--- config.mk ---
export PLATFORM = sky130hd
export DESIGN_NAME = coin_change_dispenser
export DESIGN_NICKNAME = d
export VERILOG_FILES = /design/src/rtl/coin_change_dispenser.sv
export SDC_FILE = /design/constraint.sdc
export NUM_CORES = 1
export LEC_CHECK = 0
export CAP_MARGIN = 20
export CORE_MARGIN = 2
export CORE_UTILIZATION = 59
export CTS_BUF_LIST = sky130_fd_sc_hd__clkbuf_4 sky130_fd_sc_hd__clkbuf_8
export DETAILED_ROUTE_END_ITERATION = 16
export PLACE_DENSITY = 0.84
export SLEW_MARGIN = 20
export SYNTH_ARGS = -nofsm -noshare
export SYNTH_HDL_FRONTEND = slang
export SYNTH_SLANG_ARGS = --single-unit
--- constraint.sdc ---
create_clock -name clk -period 4.4 [get_ports clk]
set_input_delay 0.88 -clock clk [delete_from_list [all_inputs] [get_ports clk]]
set_output_delay 0.88 -clock clk [all_outputs]
set_load 0.03 [all_outputs]
--- src/rtl/coin_change_dispenser.sv ---
// Greedy 1000/500/100 change payout with per-denomination stock and a one-coin hopper handshake.
// Optional build macro COIN_TIMEOUT_EN adds a hopper ack timeout that raises o_jam.
module coin_change_dispenser #(
    parameter int TOTAL_BITS     = 32,
    parameter int CNT_BITS       = 8,
    parameter int INIT_100       = 20,
    parameter int INIT_500       = 10,
    parameter int INIT_1000      = 10,
    parameter int TIMEOUT_CYCLES = 16
) (
    input  logic                  clk,
    input  logic                  reset_n,
    input  logic                  i_return_req,
    input  logic [TOTAL_BITS-1:0] i_return_amount,
    input  logic [2:0]            i_refill_coin,
    input  logic                  i_coin_ack,
    output logic                  o_busy,
    output logic                  o_coin_valid,
    output logic [2:0]            o_coin_type,
    output logic                  o_done,
    output logic [9:0]            o_num_coins,
    output logic [TOTAL_BITS-1:0] o_shortfall,
    output logic [CNT_BITS-1:0]   o_stock_100,
    output logic [CNT_BITS-1:0]   o_stock_500,
    output logic [CNT_BITS-1:0]   o_stock_1000,
    output logic                  o_jam
);

    typedef enum logic [1:0] {
        S_IDLE,
        S_SELECT,
        S_WAIT_ACK,
        S_DONE
    } state_t;

    localparam logic [2:0] C100  = 3'b001;
    localparam logic [2:0] C500  = 3'b010;
    localparam logic [2:0] C1000 = 3'b100;

    localparam logic [TOTAL_BITS-1:0] V100  = TOTAL_BITS'(100);
    localparam logic [TOTAL_BITS-1:0] V500  = TOTAL_BITS'(500);
    localparam logic [TOTAL_BITS-1:0] V1000 = TOTAL_BITS'(1000);

    localparam logic [CNT_BITS-1:0] STOCK_MAX = '1;
    localparam logic [9:0]          NUM_MAX   = '1;

    if (TIMEOUT_CYCLES < 1) begin : g_bad_timeout
        $error("TIMEOUT_CYCLES must be at least 1");
    end

    state_t                state_q, state_d;
    logic [TOTAL_BITS-1:0] remaining_q, remaining_d;
    logic [CNT_BITS-1:0]   stock_100_q, stock_100_d;
    logic [CNT_BITS-1:0]   stock_500_q, stock_500_d;
    logic [CNT_BITS-1:0]   stock_1000_q, stock_1000_d;
    logic                  busy_q, busy_d;
    logic                  valid_q, valid_d;
    logic [2:0]            type_q, type_d;
    logic                  done_q, done_d;
    logic [9:0]            num_q, num_d;
    logic [TOTAL_BITS-1:0] short_q, short_d;
    logic [2:0]            take;

`ifdef COIN_TIMEOUT_EN
    localparam int TMR_W = $clog2(TIMEOUT_CYCLES + 1);
    localparam logic [TMR_W-1:0] TMR_LAST = TMR_W'(TIMEOUT_CYCLES - 1);

    logic [TMR_W-1:0] tmr_q, tmr_d;
    logic             jam_q, jam_d;
`endif

    function automatic logic [TOTAL_BITS-1:0] coin_value(input logic [2:0] t);
        logic [TOTAL_BITS-1:0] v;
        v = V100;
        if (t[2]) begin
            v = V1000;
        end else if (t[1]) begin
            v = V500;
        end
        return v;
    endfunction

    // Refill saturates first; an ack on the same edge then cancels it out.
    function automatic logic [CNT_BITS-1:0] stock_next(
        input logic [CNT_BITS-1:0] s,
        input logic                inc,
        input logic                dec
    );
        logic [CNT_BITS-1:0] r;
        r = s;
        if (inc && (s != STOCK_MAX)) begin
            r = r + CNT_BITS'(1);
        end
        if (dec) begin
            r = r - CNT_BITS'(1);
        end
        return r;
    endfunction

    always_comb begin
        state_d     = state_q;
        remaining_d = remaining_q;
        busy_d      = busy_q;
        valid_d     = valid_q;
        type_d      = type_q;
        done_d      = 1'b0;
        num_d       = num_q;
        short_d     = short_q;
        take        = 3'b000;
`ifdef COIN_TIMEOUT_EN
        tmr_d       = tmr_q;
        jam_d       = jam_q;
`endif

        unique case (state_q)
            S_IDLE: begin
                if (i_return_req) begin
                    remaining_d = i_return_amount;
                    num_d       = '0;
                    short_d     = '0;
                    busy_d      = 1'b1;
                    state_d     = S_SELECT;
`ifdef COIN_TIMEOUT_EN
                    jam_d       = 1'b0;
`endif
                end
            end

            S_SELECT: begin
`ifdef COIN_TIMEOUT_EN
                tmr_d = '0;
`endif
                if ((remaining_q >= V1000) && (stock_1000_q != '0)) begin
                    valid_d = 1'b1;
                    type_d  = C1000;
                    state_d = S_WAIT_ACK;
                end else if ((remaining_q >= V500) && (stock_500_q != '0)) begin
                    valid_d = 1'b1;
                    type_d  = C500;
                    state_d = S_WAIT_ACK;
                end else if ((remaining_q >= V100) && (stock_100_q != '0)) begin
                    valid_d = 1'b1;
                    type_d  = C100;
                    state_d = S_WAIT_ACK;
                end else begin
                    short_d = remaining_q;
                    state_d = S_DONE;
                end
            end

            S_WAIT_ACK: begin
                if (i_coin_ack) begin
                    remaining_d = remaining_q - coin_value(type_q);
                    take        = type_q;
                    if (num_q != NUM_MAX) begin
                        num_d = num_q + 10'd1;
                    end
                    valid_d = 1'b0;
                    type_d  = 3'b000;
                    state_d = S_SELECT;
                end
`ifdef COIN_TIMEOUT_EN
                else if (tmr_q == TMR_LAST) begin
                    valid_d = 1'b0;
                    type_d  = 3'b000;
                    short_d = remaining_q;
                    jam_d   = 1'b1;
                    state_d = S_DONE;
                end else begin
                    tmr_d = tmr_q + TMR_W'(1);
                end
`endif
            end

            S_DONE: begin
                done_d  = 1'b1;
                busy_d  = 1'b0;
                state_d = S_IDLE;
            end

            default: begin
                state_d = S_IDLE;
            end
        endcase

        stock_100_d  = stock_next(stock_100_q,  i_refill_coin[0], take[0]);
        stock_500_d  = stock_next(stock_500_q,  i_refill_coin[1], take[1]);
        stock_1000_d = stock_next(stock_1000_q, i_refill_coin[2], take[2]);
    end

    always_ff @(posedge clk or negedge reset_n) begin
        if (!reset_n) begin
            state_q      <= S_IDLE;
            remaining_q  <= '0;
            stock_100_q  <= CNT_BITS'(INIT_100);
            stock_500_q  <= CNT_BITS'(INIT_500);
            stock_1000_q <= CNT_BITS'(INIT_1000);
            busy_q       <= 1'b0;
            valid_q      <= 1'b0;
            type_q       <= 3'b000;
            done_q       <= 1'b0;
            num_q        <= '0;
            short_q      <= '0;
        end else begin
            state_q      <= state_d;
            remaining_q  <= remaining_d;
            stock_100_q  <= stock_100_d;
            stock_500_q  <= stock_500_d;
            stock_1000_q <= stock_1000_d;
            busy_q       <= busy_d;
            valid_q      <= valid_d;
            type_q       <= type_d;
            done_q       <= done_d;
            num_q        <= num_d;
            short_q      <= short_d;
        end
    end

`ifdef COIN_TIMEOUT_EN
    always_ff @(posedge clk or negedge reset_n) begin
        if (!reset_n) begin
            tmr_q <= '0;
            jam_q <= 1'b0;
        end else begin
            tmr_q <= tmr_d;
            jam_q <= jam_d;
        end
    end

    assign o_jam = jam_q;
`else
    assign o_jam = 1'b0;
`endif

    assign o_busy       = busy_q;
    assign o_coin_valid = valid_q;
    assign o_coin_type  = type_q;
    assign o_done       = done_q;
    assign o_num_coins  = num_q;
    assign o_shortfall  = short_q;
    assign o_stock_100  = stock_100_q;
    assign o_stock_500  = stock_500_q;
    assign o_stock_1000 = stock_1000_q;

endmodule

==> results.py <==
metrics = {
    "run_status": {
        "status": "finished, final reports clean",
    },
    "detailed_routing": {
        "dr.pass1.iters": 5,
        "drc": 0,
        "wl_per_cell_um": 17.4,
        "wl_um": 15400,
        "vias_per_cell": 6.27,
        "drtIter0Drc": 416,
        "drt.antenna.violating_nets": 0,
        "vias": 5534,
    },
    "grt": {
        "grt_pass1_vias": 5333,
        "antenna_found_initial": 0,
        "grt_pass1_wl_um": 25500,
        "grt_max_degree": 51,
        "grt_usage_pct": 27.9,
        "gr-total-overflow": 0,
    },
    "floorplan": {
        "die_x_um": 106,
        "fp.dieH_um": 106,
        "io-pin-count": 112,
        "start_util_pct": 60.3,
        "row_count": 37,
        "coreArea_um2": 10200,
        "fp.dieArea_um2": 11300,
    },
    "setup_path": {
        "worstPathCellList": "nor4_2 > nand4_1 > a211oi_1 > o22ai_2 > o21ai_2 > o211ai_4 > a22o_1",
        "worst_setup_path_end_kind": "register",
        "arrival_ns": 3.42,
        "cp_num_buf_inv": 0,
        "critPathMaxFanout": 32,
        "cpPeakStageDelay_ns": 0.56,
        "rr_endpoint": "o_shortfall[24]$_DFFE_PN0P_",
        "start_kind": "register",
        "worstSetupPathType": "register to register",
        "slowest_stage": "nor4_2",
        "r2r-start": "remaining_q[19]$_DFFE_PN0P_",
        "ff2ff_setup_slack_ns": 1.25,
        "r2r_cells": 7,
        "path_delay_family": "compound AO/OA/AOI/OAI gates",
        "required_ns": 4.66,
    },
    "timing": {
        "clock_skew_ns": 0.0122,
        "finalSetupViolations": 0,
        "layout_setup_ws_ns": 1.25,
        "slew_violations": 0,
        "rsz0062_at_grt": "no",
        "clock.fmax_ghz": 0.317,
        "tightest_slew_ns": 0.922,
        "finalHoldViolCount": 0,
        "slew_headroom_pct": 38.2,
        "setup_tns_ns": 0,
        "fin_crit_ns": 3.15,
        "finalCritPeriodShare_pct": 71.6,
    },
    "clock_network": {
        "clk_pin_slew_ns": 0.11,
        "holdBufCountCts": 0,
        "cts_root_buffer": "clkbuf_8",
        "cts_max_level": 3,
        "cts_resized": 0,
        "tritoncts": "done",
        "clock_latency_ns": 0.38,
        "cts_setup_buffers": 0,
        "cts_sinks": 106,
        "clock_path_buffers": 2,
        "cts_buffers": 9,
    },
    "place": {
        "place_area_um2": 7300,
        "numPortBuffers": 110,
        "pre_cts_ws_ns": 1.19,
        "place.gp.congestion": 0.921,
        "dp_hpwl_um": 10900,
    },
    "cells_and_area": {
        "final_layout_size_suffix_gt1_share_pct": 6.29,
        "finalCoreUtilization_pct": 73.1,
        "antenna-diode-count": 0,
        "syn2layout_area_growth_pct": 21.2,
        "fin_area_um2": 7480,
        "fin_nets": 801,
    },
    "min_path": {
        "hold_class": "register to register",
        "whs_path_depth": 2,
        "holdPathEnd": "remaining_q[0]$_DFFE_PN0P_",
        "min_from": "remaining_q[0]$_DFFE_PN0P_",
    },
    "yosys": {
        "synth_cells": 651,
        "synth_area_um2": 6170,
        "ys_warn_count": 0,
        "ys_seq_area_share_pct": 43.1,
        "synth-seq-cells": 106,
        "synth_ff_type": "dfrtp_1",
        "synthArstFlopShare_pct": 100,
        "yosys.area.top_type_share_pct": 40.6,
        "post-synth-top-area-cell": "dfrtp_1",
        "synth-edff-count": 0,
        "synthTopCellsByArea": "dfrtp_1 (41%), a22o_1 (4.8%), ha_1 (3.9%)",
        "synth_nets": 710,
        "syn_avg_cell_area_um2": 9.48,
        "synthDistinctLibCells": 67,
    },
    "pwr": {
        "power_density_nw_per_um2": 671,
        "ir_drop_uv": 375,
        "power_uw": 5020,
        "p_leak_uw": 0.00316,
    },
    "flow_run": {
        "maxCapViolations": 0,
    },
}
[metrics by stage]
stage | hold slack, ns | std cells
6_report | 0.497 | 883
5_1_grt | 0.507 | 883
4_1_cts | 0.498 | 883
3_5_place_dp | 0.470 | 867
3_3_place_gp | 0.467 | 867
2_1_floorplan | 0.447 | 651
[synthesized netlist by cell type, types with 6 or more instances]
master and number:
inv_1 18, xor2_1 17, o21ai_0 31, a31oi_1 7, dfstp_2 6, clkbuf_1 24, buf_6 6, nand2b_1 8
xnor2_1 23, o22ai_1 24, nand2_1 58, dfrtp_1 100, and3_1 12, nand3_1 22, a22o_1 34, mux2i_1 17
nand4_1 14, nor2_1 48, a211oi_1 8, a21oi_1 47, ha_1 19, nor3_1 19
[state kept, by name (all words and copies together) (netlist names)]
register and count:
o_shortfall 32, remaining_q 32, o_num_coins 10, o_stock_1000 8, o_stock_100 8, o_stock_500 8
o_coin_type 3, state_q 2, o_busy 1, o_coin_valid 1, o_done 1
[cell type report]
type	instances	area [µm²]
clock buffers	10	131
well taps	136	170
clock inverters	6	50.0
inverters	18	67.6
flip-flops and latches	106	2660
repair buffers	116	1140
fillers	763	2750
multi-input cells	491	3260
[how the worst max path moves through the flow]
stage / startpoint / to / slack (ns) / cells past startpoint
3_3_place_gp: i_coin_ack / remaining_q[0]$_DFFE_PN0P_ / 1.27 / 8
5_1_grt: remaining_q[19]$_DFFE_PN0P_ / o_shortfall[24]$_DFFE_PN0P_ / 1.10 / 7
6_report: remaining_q[19]$_DFFE_PN0P_ / o_shortfall[24]$_DFFE_PN0P_ / 1.25 / 7
3_5_place_dp: i_refill_coin[1] / o_stock_500[7]$_DFF_PN0_ / 1.19 / 7
2_1_floorplan: o_coin_type[2]$_DFFE_PN0P_ / remaining_q[18]$_DFFE_PN0P_ / 1.67 / 11
4_1_cts: remaining_q[20]$_DFFE_PN0P_ / o_shortfall[24]$_DFFE_PN0P_ / 1.29 / 7
[cells in the final DEF, fill, tap and decap left out, types with 19 or more instances in the layout]
cell type | netlist | layout
a21oi_1 | 47 | 47
a22o_1 | 34 | 34
clkdlybuf4s50_1 | 0 | 109
dfrtp_1 | 100 | 100
ha_1 | 19 | 19
nand2_1 | 58 | 58
nand3_1 | 22 | 22
nor2_1 | 48 | 48
o21ai_0 | 31 | 31
o22ai_1 | 24 | 24
xnor2_1 | 23 | 23
[where the power goes]
| group | leakage [µW] | switching, µW | internal, µW |
|---|---|---|---|
| Combinational | 0.00174 | 1610 | 1050 |
| Sequential | 0.00133 | 495 | 1290 |
| Clock | 0.0000926 | 364 | 221 |
[logic make-up after synthesis]
| logic type | share of synthesized area, % |
|---|---|
| buffers and inverters | 4.16 |
| adder cells (fa/ha/maj) | 4.18 |
| XOR/XNOR | 5.68 |
| AO/OA/AOI/OAI | 21.7 |
| other | 0.0608 |
| flip-flops | 43.1 |
| multiplexers | 2.94 |
| AND/OR/NAND/NOR | 18.2 |
[per-layer routing]
layer / wire length [µm] / track usage (%)
met1: 6530 / 37.1
met2: 7680 / 47.4
met3: 982 / 5.03
met4: 186 / 7.05
met5: 0 / 0
[worst min-delay path, cell delays in order, from the launching register on]
cell and delay, ns:
dfrtp_1 0.37, nand2_1 0.05, nand2_1 0.05
(Power assumes the default switching activity.)
